File: src/rtl/filtragem_pkg.sv
// Shared constants and types for the 3x3 median filter.
// TROCA_A/TROCA_B list the 19 compare-exchange pairs; after the last one, lane 4 holds the median.
package filtragem_pkg;

  localparam int N_AMOSTRAS  = 9;
  localparam int IDX_MEDIANA = 4;
  localparam int N_TROCAS    = 19;

  localparam int unsigned DATA_W = 8;
  typedef logic [DATA_W-1:0] amostra_t;

  // Each pair leaves the smaller value in lane TROCA_A and the larger in lane TROCA_B.
  localparam int TROCA_A [N_TROCAS] = '{1, 4, 7, 0, 3, 6, 1, 4, 7, 0, 5, 4, 3, 1, 2, 4, 4, 6, 4};
  localparam int TROCA_B [N_TROCAS] = '{2, 5, 8, 1, 4, 7, 2, 5, 8, 3, 8, 7, 6, 4, 5, 7, 2, 4, 2};

endpackage

File: src/rtl/compara_troca.sv
// Unsigned compare-exchange cell: orders a and b into (menor, maior).
module compara_troca #(
  parameter int unsigned DATA_W = 8
) (
  input  logic [DATA_W-1:0] a,
  input  logic [DATA_W-1:0] b,
  output logic [DATA_W-1:0] menor,
  output logic [DATA_W-1:0] maior
);

  logic troca;

  assign troca = (a > b);
  assign menor = troca ? b : a;
  assign maior = troca ? a : b;

endmodule

File: src/rtl/filtragem_mediana.sv
// 3x3 median filter: 19-exchange network feeding a registered result with a one-cycle valid flag.
module filtragem_mediana #(
  parameter int unsigned DATA_W = 8
) (
  input  logic              clk,
  input  logic              rst,
  input  logic              ena,
  input  logic [DATA_W-1:0] n1_n,
  input  logic [DATA_W-1:0] n2_n,
  input  logic [DATA_W-1:0] n3_n,
  input  logic [DATA_W-1:0] n4_n,
  input  logic [DATA_W-1:0] n5_n,
  input  logic [DATA_W-1:0] n6_n,
  input  logic [DATA_W-1:0] n7_n,
  input  logic [DATA_W-1:0] n8_n,
  input  logic [DATA_W-1:0] n9_n,
  output logic [DATA_W-1:0] mediana,
  output logic              mediana_valid
);

  import filtragem_pkg::*;

  // rede[s] is the lane state before exchange s; rede[N_TROCAS] is the final state.
  logic [DATA_W-1:0] rede [N_TROCAS+1][N_AMOSTRAS];

  assign rede[0][0] = n1_n;
  assign rede[0][1] = n2_n;
  assign rede[0][2] = n3_n;
  assign rede[0][3] = n4_n;
  assign rede[0][4] = n5_n;
  assign rede[0][5] = n6_n;
  assign rede[0][6] = n7_n;
  assign rede[0][7] = n8_n;
  assign rede[0][8] = n9_n;

  for (genvar s = 0; s < N_TROCAS; s++) begin : g_troca
    // Lanes not touched by this exchange are wired straight through.
    for (genvar k = 0; k < N_AMOSTRAS; k++) begin : g_passa
      if (k != TROCA_A[s] && k != TROCA_B[s]) begin : g_fio
        assign rede[s+1][k] = rede[s][k];
      end
    end

    compara_troca #(
      .DATA_W (DATA_W)
    ) u_compara_troca (
      .a     (rede[s][TROCA_A[s]]),
      .b     (rede[s][TROCA_B[s]]),
      .menor (rede[s+1][TROCA_A[s]]),
      .maior (rede[s+1][TROCA_B[s]])
    );
  end

  // Output register; a window sampled together with rst is dropped.
  always_ff @(posedge clk) begin
    if (rst) begin
      mediana       <= '0;
      mediana_valid <= 1'b0;
    end else begin
      mediana_valid <= ena;
      if (ena) begin
        mediana <= rede[N_TROCAS][IDX_MEDIANA];
      end
    end
  end

endmodule

File: config.mk
export PLATFORM = sky130hd
export DESIGN_NAME = filtragem_mediana
export DESIGN_NICKNAME = d
export VERILOG_FILES = /design/src/rtl/filtragem_pkg.sv /design/src/rtl/compara_troca.sv /design/src/rtl/filtragem_mediana.sv
export SDC_FILE = /design/constraint.sdc
export NUM_CORES = 1
export LEC_CHECK = 0
export CAP_MARGIN = 20
export CORE_MARGIN = 1
export CORE_UTILIZATION = 30
export CTS_BUF_LIST = sky130_fd_sc_hd__clkbuf_8
export DETAILED_ROUTE_END_ITERATION = 8
export GPL_TIMING_DRIVEN = 1
export PLACE_DENSITY_LB_ADDON = 0.2
export SYNTH_ARGS = -nofsm -noshare
export SYNTH_HDL_FRONTEND = slang
export SYNTH_SLANG_ARGS = --single-unit
File: constraint.sdc
create_clock -name clk -period 29.4 [get_ports clk]
set_input_delay 8.82 -clock clk [delete_from_list [all_inputs] [get_ports clk]]
set_output_delay 8.82 -clock clk [all_outputs]
set_load 0.1 [all_outputs]
==> Word-level counts from Yosys, hierarchy flattened <==
Cells that the tools add are included.
{ "op_classes": {"n_lt_le_gt_ge": 19, "n_mux": 30} }
{ "op_table": {"columns": ["operator", "count"], "rows": [
  ["8-bit two-way mux", 30],
  ["8-bit greater-than comparator", 19]
]} }
{ "totals": {"reg_bits": 9, "output_inout_bits": 9, "elab_cells": 51} }

==> Depth between registers and ports, before layout <==
Gate-level depths: netlist of run 1.
{ "depth": {"depth_word": 18, "ltp_mapped": 100} }

==> Modules after synthesis <==
Synthesis of run 1 repeated with hierarchy kept, for this count alone.
{ "unflattened": {"hier_cells": 864, "hier_area_um2": 9370.2} }
{ "by_module_without_submodules": {"columns": ["module", "instances", "cells_per_inst", "area_per_inst_um2", "seq_area_each_um2"], "rows": [
  ["compara_troca", 19, 44, 476.7, 0.0],
  ["filtragem_mediana", 1, 28, 312.8, 180.2]
]} }

==> Worst setup path before layout of run 1 <==
Ideal clock, no wire load.
{ "synth_path": {"path_kind": "input to register", "start": "input n9_n[1]", "end": "register mediana[1]", "setup_time_ns": 0.091, "arrival_ns": 25.326, "required_time_ns": 29.309, "setup_slack_ns": 3.983, "path_stages": 95, "path_buffers": 13, "path_cell_list": "inv_1 ha_1 nor2b_1 o211ai_1 a21oi_1 o22ai_1 clkbuf_1 clkbuf_1 nand2_1 o21ai_0 inv_1 ha_1 nand4_1 o21bai_1 a21oi_1 o22ai_1 o211ai_1 o31a_1 [... 59 more ...] ha_1 a21o_1 a21o_1 a21oi_1 and2_1 o21ai_0 o31a_4 mux2_1 ha_1 o21ai_0 nand2b_1 a21oi_1 nor2_1 a211oi_1 a21oi_1 inv_1 nand2_1 a311oi_1"} }
{ "synth_between": {"elab_chain_len": 18, "word_cells_on_any_way": 29, "cone_classes": "12 x order compare; 17 x mux"} }
{ "synth_rtl": {"columns": ["element", "line", "source"], "rows": [
  ["from (decl)", "filtragem_mediana.sv:16", "input logic [DATA_W-1:0] n9_n,"],
  ["8-bit greater-than comparator", "compara_troca.sv:13", "assign troca = (a > b);"],
  ["8-bit two-way mux", "compara_troca.sv:14", "assign menor = troca ? b : a;"],
  ["8-bit greater-than comparator", "compara_troca.sv:13", null],
  ["8-bit two-way mux", "compara_troca.sv:15", "assign maior = troca ? a : b;"],
  ["8-bit greater-than comparator", "compara_troca.sv:13", null],
  ["8-bit two-way mux", "compara_troca.sv:14", null],
  ["8-bit greater-than comparator", "compara_troca.sv:13", null],
  ["8-bit two-way mux", "compara_troca.sv:14", null],
  ["[... 2 more ...]", null, null],
  ["8-bit greater-than comparator", "compara_troca.sv:13", null],
  ["8-bit two-way mux", "compara_troca.sv:14", null],
  ["8-bit greater-than comparator", "compara_troca.sv:13", null],
  ["8-bit two-way mux", "compara_troca.sv:14", null],
  ["8-bit greater-than comparator", "compara_troca.sv:13", null],
  ["8-bit two-way mux", "compara_troca.sv:15", null],
  ["8-bit greater-than comparator", "compara_troca.sv:13", null],
  ["8-bit two-way mux *", "compara_troca.sv:14", null],
  ["to (signal assigned)", "filtragem_mediana.sv:62", "mediana <= rede[N_TROCAS][IDX_MEDIANA];"],
  ["to (decl)", "filtragem_mediana.sv:17", "output logic [DATA_W-1:0] mediana,"]
]} }
Every way passes the cells marked *; elsewhere a longest branch is shown, timed or not.
A chain may end at the register's enable or synchronous reset.

==> Worst setup path after layout of run 1 <==
Ends and elaborated chain as after synthesis.

==> results.toml, run 1 <==
[worst_setup_path]
cp.required_ns = 29.54
cpMostUsedCell = "a21oi_1"
crit_type = "input port to register"
cpMaxStageDelayCell = "o31a_1"
worstPathMaxFanout = 31
arrival_ns = 26.14
endpoint_kind = "register"
critPathLaunchType = "input port"
slowest_delay_ns = 0.76
r2r-start = "mediana[6]"
cp-startpoint = "n9_n[1]"

[routing]
routed_via_density = 5.22
wl_per_cell_um = 15.2
routed_wl_um = 19900
drc = 0
ant_nets = 0
dr.pass1.iters = 5
drt_iter0_drc = 369
dr_total_vias = 6803

[die]
ios = 84
rows = 54
dieWidth_um = 153
fp.dieH_um = 153
start_util = 0.309
dieArea_mm2 = 0.0234
core_area_mm2 = 0.0221

[sta]
period_minus_slack_ns = 26.00
rsz0062_at_grt = "no"
fmax_mhz = 38.5
hold_viol_final = 0
slew_headroom = 0.325
final_max_slew_viol_count = 0
setup_violations = 0
worstMarginPinSlew_ns = 1.01
fin_setup_tns_ns = 0
min_period_over_period = 0.884
skew_ns = 0

[clocking]
root_buffer = "clkbuf_8"
cts_resized = 0
post_cts_buffers = 0
htree_levels = 1
numClockSinks = 9
clk_path_buf_depth = 2
clk_latency_ns = 0.22
ctsHoldBuffers = 0
cts_tree = "yes"
numCtsBuffers = 3
clkSlewWorstSetupHoldPaths_ns = 0.05

[worst_hold_path]
hold_class = "register to register"
hp-start = "mediana[1]"

[grt]
antenna_found_initial = 0
grt_first_pass_wirelength_um = 31800
track_usage = 0.166
grt_pass1_vias = 6375
grt-ovfl-total = 0
grt_max_degree = 32

[yosys]
yosysTopAreaCell = "ha_1"
synth_area_mm2 = 0.00684
ys.warnings.count = 0
synth_cells = 959
synth_edf_count = 0
yosys_most_used_dff = "dfxtp_1"
syn_area_per_cell_um2 = 7.13
synth_top_area_frac = 0.269
ys_ff_latch = 9
synth_area_leaders = "ha_1, mux2i_1, a21oi_1"
async_flop_share = 0
synth_fp_nets = 1181
seq_area_frac_synth = 0.0263
synth.distinct_cells = 63

[finish]
n_fill_cell = 2349
layout.cells.non_filler = 1303
post-route-util = 0.365
drive_gt1_frac = 0.0606
fin_area_mm2 = 0.00807
regArea_um2 = 180
multi_input_area_mm2 = 0.00617
antennaDiodeCount = 0
area_growth_pct = 18.0
nNetsFinal = 1246

[place]
gp_congestion = 0.888
port_buffers = 83
placedCellCount = 1295
placed_area_mm2 = 0.00796
place_hpwl_um = 17300

[flow_run]
max_cap_viol_count = 0

[outcome]
status = "finished clean"
-- worst max-delay path: cells and delay by family --
kind | cells | cell delay, ns
AO/OA/AOI/OAI | 47 | 9.46
adder cells (fa/ha/maj) | 9 | 2.71
buffers and inverters | 9 | 1.94
multiplexers | 3 | 0.89
AND/OR/NAND/NOR | 19 | 2.27
-- worst paths after layout --
path | to | slack [ns] | depth (start not counted)
worst min register to register | mediana[1] | 0.51 | 2
worst max register to register | mediana[6] | 28.55 | 3
worst max-delay path | mediana[1] | 3.40 | 87
worst min-delay path | mediana[1] | 0.51 | 2
-- layout make-up --
cell class,instances,share of cell area
clock buffers,3,0.00512
inverters,105,0.0489
clock inverters,1,0.000465
repair buffers,92,0.115
multi-input cells,813,0.765
well taps,280,0.0434
flip-flops and latches,9,0.0223
-- flip-flops by register name, summed over array words and instances (netlist names) --
signal,cells
mediana,8
mediana_valid,1
-- Yosys cell counts, types with 3 or more instances --
library cell / number
o32ai_1: 5
nand2_1: 66
o311ai_0: 3
inv_1: 105
mux2i_1: 86
o211ai_1: 5
o31a_1: 3
dfxtp_1: 9
mux2_2: 29
nand3_1: 25
and3_1: 9
clkbuf_1: 24
a21o_1: 22
o22ai_1: 6
a22o_1: 3
buf_1: 7
nand4_1: 16
o21ai_1: 8
nor3b_1: 3
a31o_1: 5
a22oi_1: 4
o21ai_0: 80
a21oi_1: 101
a31oi_1: 4
and4_1: 3
o21a_1: 20
ha_1: 147
nor2b_1: 18
nor2_1: 81
nand2b_1: 22
-- logic make-up (layout without fill, tap and decap cells) --
family / after synthesis / count (layout) / share of synthesized area
xor gates and xnor gates: 2 / 2 / 0.00256
adders and majority gates: 147 / 147 / 0.269
AOI/OAI and AO/OA: 291 / 291 / 0.267
buffers and inverters: 137 / 201 / 0.0754
muxes: 120 / 120 / 0.183
DFF: 9 / 9 / 0.0263
and+or+nand+nor: 253 / 253 / 0.176
-- cells in the final DEF (no fill, tap or decap), types with 5 or more instances in the layout --
cell and n:
ha_1 147, inv_1 106, a21oi_1 100, mux2i_1 86, clkdlybuf4s50_1 83, nor2_1 81, o21ai_0 78, nand2_1 66
mux2_2 29, nand3_1 25, nand2b_1 22, a21o_1 22, o21a_1 20, nor2b_1 18, nand4_1 16, and3_1 9
dfxtp_1 9, o21ai_1 7, o211ai_1 5, o22ai_1 5, o32ai_1 5, a31o_1 5, buf_4 5
-- through the flow --
| step | hold slack [ns] | setup WS, ns |
|---|---|---|
| final | 0.512 | 3.40 |
| after global routing | 0.553 | 1.74 |
| after CTS | 0.521 | 2.84 |
| after detailed placement | 0.509 | 2.64 |
| after global placement | 0.505 | 2.96 |
| after floorplan | 0.931 | 3.98 |
-- routing by layer --
metal	vias to the layer above	global-route usage	routed length (um)
met5	-	0	0
li1	3624	-	-
met1	3031	0.234	10100
met4	0	0.0188	222
met3	9	0.00992	741
met2	139	0.283	8820
Power of run 1 is not shown: default switching activity piles up to over one toggle a cycle in this logic, so the estimate is an artifact.
==> run 2, diff against run 1 <==
--- a/config.mk
+++ b/config.mk
@@ -6,7 +6,6 @@
 export NUM_CORES = 1
 export LEC_CHECK = 0
 export CAP_MARGIN = 20
-export CORE_MARGIN = 1
 export CORE_UTILIZATION = 30
 export CTS_BUF_LIST = sky130_fd_sc_hd__clkbuf_8
 export DETAILED_ROUTE_END_ITERATION = 8
==> constraint.sdc (replaced) <==
create_clock -name clk -period 33.4 [get_ports clk]
set_input_delay 10.02 -clock clk [delete_from_list [all_inputs] [get_ports clk]]
set_output_delay 10.02 -clock clk [all_outputs]
set_load 0.1 [all_outputs]
==> run 2 against run 1 <==
Effect of this change:
- cell count is the same
- sequential share of layout area is the same
- design area is the same
- worst hold slack gained 0.0066 ns
- critical path type unchanged
==> results.toml, run 2 (synthesis gave the netlist of run 1 again) <==
[clocking]
cts_resized = 0
numCtsBuffers = 3
numClockSinks = 9
cts_tree = "yes"
post_cts_buffers = 0
ctsHoldBuffers = 0
htree_levels = 1
clkSlewWorstSetupHoldPaths_ns = 0.05
clk_latency_ns = 0.23
root_buffer = "clkbuf_8"
clk_path_buf_depth = 2

[sta]
slew_headroom = 0.326
fin_setup_tns_ns = 0
setup_violations = 0
period_minus_slack_ns = 27.42
fmax_mhz = 36.5
final_max_slew_viol_count = 0
min_period_over_period = 0.821
whs_ns = 0.518
worstMarginPinSlew_ns = 1.01
rsz0062_at_grt = "no"
hold_viol_final = 0
skew_ns = 0

[grt]
grt-ovfl-total = 0
grt_pass1_vias = 6394
track_usage = 0.166
grt_max_degree = 32
antenna_found_initial = 0
grt_first_pass_wirelength_um = 31900

[place]
gp_congestion = 0.887
port_buffers = 83
place_hpwl_um = 17300

[routing]
ant_nets = 0
routed_wl_um = 19800
drc = 0
dr_total_vias = 6812
routed_via_density = 5.23
drt_iter0_drc = 361
dr.pass1.iters = 5
wl_per_cell_um = 15.2

[worst_setup_path]
cpMaxStageDelayCell = "o31a_1"
cpMostUsedCell = "a21oi_1"
cp.required_ns = 33.54
endpoint_kind = "register"
crit_type = "input port to register"
critPathLaunchType = "input port"
arrival_ns = 27.56
slowest_delay_ns = 0.78
worstPathMaxFanout = 31

[finish]
final_common_cell = "ha_1"
n_fill_cell = 2346
area_growth_pct = 18.0
drive_gt1_frac = 0.0606
final_cell_mix = "ha_1, inv_1, a21oi_1"
largest_register_ffs = 8
reg_top3 = "mediana: 8 flops, mediana_valid: 1 flops"
antennaDiodeCount = 0
largest_register = "mediana"
nNetsFinal = 1246

[die]
dieArea_mm2 = 0.0234
fp.dieH_um = 153
dieWidth_um = 153
core_area_mm2 = 0.0221
ios = 84
start_util = 0.309
rows = 54

[flow_run]
max_cap_viol_count = 0

[worst_hold_path]
hold_class = "register to register"

[outcome]
status = "finished clean"
[run 2: cell counts in the layout (fill, tap and decap cells not counted)]
Identical to the previous run, type by type.
[run 2: critical path: cells and delay by family]
family	cells	cell delay (ns)
buffers and inverters	9	1.94
adders and majority gates	9	2.56
and+or+nand+nor	20	2.37
AOI/OAI and AO/OA	48	9.81
muxes	3	0.83
[run 2: path summary, 6_finish.rpt]
kind,start,to,slack [ns],depth (start not counted)
hold / removal,mediana[1],mediana[1],0.52,2
setup reg to reg,mediana[6],mediana[6],32.55,3
hold reg to reg,mediana[1],mediana[1],0.52,2
setup / recovery,n9_n[1],mediana[1],5.98,89
[run 2: layout make-up]
class                           instances  area (um^2)  share of cell area
Clock inverter                          1         3.75            0.000465
Multi-Input combinational cell        813         6170               0.765
Timing Repair Buffer                   92          928               0.115
Clock buffer                            3         41.3             0.00512
Tap cell                              280          350              0.0434
Inverter                              105          394              0.0489
Sequential cell                         9          180              0.0223
[run 2: per-stage QoR]
step           setup slack, ns  instances  cell area (um^2)   util
2_1_floorplan             6.78        959              6840      -
3_3_place_gp              5.78       1295              7960  0.360
3_5_place_dp              5.37       1295              7960  0.360
4_1_cts                   5.54       1299              8010  0.362
5_1_grt                   4.33       1303              8070  0.365
6_report                  5.98       1303              8070  0.365
[run 2: routing by layer]
layer  GRT usage  part of all wire
met4      0.0250             0.013
met3     0.00907             0.034
met2       0.285              0.44
met1       0.233              0.51
met5           0                 0
Power of run 2 is left out for the same reason.
==> run 3, diff against run 2 <==
==> constraint.sdc (replaced) <==
create_clock -name clk -period 22.3 [get_ports clk]
set_input_delay 6.69 -clock clk [delete_from_list [all_inputs] [get_ports clk]]
set_output_delay 6.69 -clock clk [all_outputs]
set_load 0.1 [all_outputs]
==> run 3 against run 2 <==
Effect of this change:
- worst setup slack got worse by 5.3 ns
- sequential share of layout area decreased by 0.23 points
- via count increased by 5.8%
- first-iteration DRC count decreased by 12%
- critical endpoint unchanged
==> results.toml, run 3 (synthesis gave the netlist of run 1 again) <==
[sta]
slew_headroom = 0.285
final_max_slew_viol_count = 0
skew_ns = 0
period_minus_slack_ns = 21.58
setup_violations = 0
fin_setup_tns_ns = 0
fmax_mhz = 46.3
worstMarginPinSlew_ns = 1.07
timing.final.ws_setup_ns = 0.725
min_period_over_period = 0.967
whs_ns = 0.553
hold_viol_final = 0

[grt]
grt_pass1_vias = 6619
track_usage = 0.170
grt_first_pass_wirelength_um = 32700
grt-ovfl-total = 0
antenna_found_initial = 0
grt_max_degree = 24

[die]
start_util = 0.309
dieWidth_um = 153
dieArea_mm2 = 0.0234
core_area_mm2 = 0.0221
fp.dieH_um = 153
rows = 54
ios = 84

[worst_setup_path]
slowest_delay_ns = 0.52
cp.depth = 83
cp_num_buf_inv = 10
worstPathMaxFanout = 18
r2r_cells = 3
cpLargestDelayFamily = "compound AO/OA/AOI/OAI gates"
critPathLaunchType = "input port"
cp.required_ns = 22.44
cpMaxStageDelayCell = "clkdlybuf4s50_1"
arrival_ns = 21.72
crit_type = "input port to register"
cpMostUsedCell = "ha_1"
endpoint_kind = "register"

[clocking]
numClockSinks = 9
clk_latency_ns = 0.23
cts_tree = "yes"
root_buffer = "clkbuf_8"
htree_levels = 1
clkSlewWorstSetupHoldPaths_ns = 0.04
clk_path_buf_depth = 2
numCtsBuffers = 3

[finish]
largest_register_ffs = 8
final_cell_mix = "ha_1, inv_1, a21oi_1"
area_growth_pct = 31.8
reg_top3 = "mediana: 8 flops, mediana_valid: 1 flops"
antennaDiodeCount = 0
final_common_cell = "ha_1"
drive_gt1_frac = 0.170
nNetsFinal = 1328
largest_register = "mediana"
layout.cells.non_filler = 1385

[routing]
ant_nets = 0
routed_via_density = 5.20
drt_iter0_drc = 318
wl_per_cell_um = 15.3
routed_wl_um = 21200
dr.pass1.iters = 4
dr_total_vias = 7205
drc = 0

[place]
gp_congestion = 0.949
pre_cts_slack_ns = -0.226
placedCellCount = 1341
port_buffers = 83
place_hpwl_um = 17900

[worst_hold_path]
hold_class = "register to register"
hold_path_depth = 2

[outcome]
status = "finished clean"

[flow_run]
max_cap_viol_count = 0
run 3: final timing paths:
path	end	slack (ns)	from
worst min register to register	mediana[1]	0.55	mediana[1]
worst max-delay path	mediana[1]	0.72	n6_n[1]
worst max register to register	mediana[6]	21.43	mediana[6]
worst min-delay path	mediana[1]	0.55	mediana[1]
run 3: cell type report:
type | instances | area, um^2
clock buffer | 3 | 41.3
clock inverter | 1 | 3.75
fill | 2277 | 13100
inverter | 105 | 394
multi-input combinational | 814 | 6430
sequential | 9 | 180
tap | 280 | 350
timing repair buffer | 173 | 1610
run 3: metrics by stage:
stage	area, um^2	util
floorplan	6850	-
global placement	8350	0.378
detailed placement	8350	0.378
CTS	8400	0.380
global route	9010	0.408
finish	9010	0.408
run 3: worst reg2reg max path, stage by stage (launching register included):
cell and delay [ns]:
dfxtp_1 0.33, nor2_1 0.05, a311oi_1 0.26, o31a_1 0.18
run 3: repair_timing:
action / in CTS / in global routing
resized for setup: 3 / 72
setup buffers: 0 / 37
gates cloned: 0 / 3
endpoints found under the setup margin: 1 / 8
pin swaps: 0 / 19
hold buffers: 0 / 0
run 3: per-layer routing:
metal	GRT usage	routed length (um)	vias to the layer above
met4	0.0188	173	0
met3	0.00737	499	8
met1	0.235	10600	3294
met5	0	0	-
met2	0.298	9910	110
li1	-	-	3793
Power of run 3 is left out for the same reason.
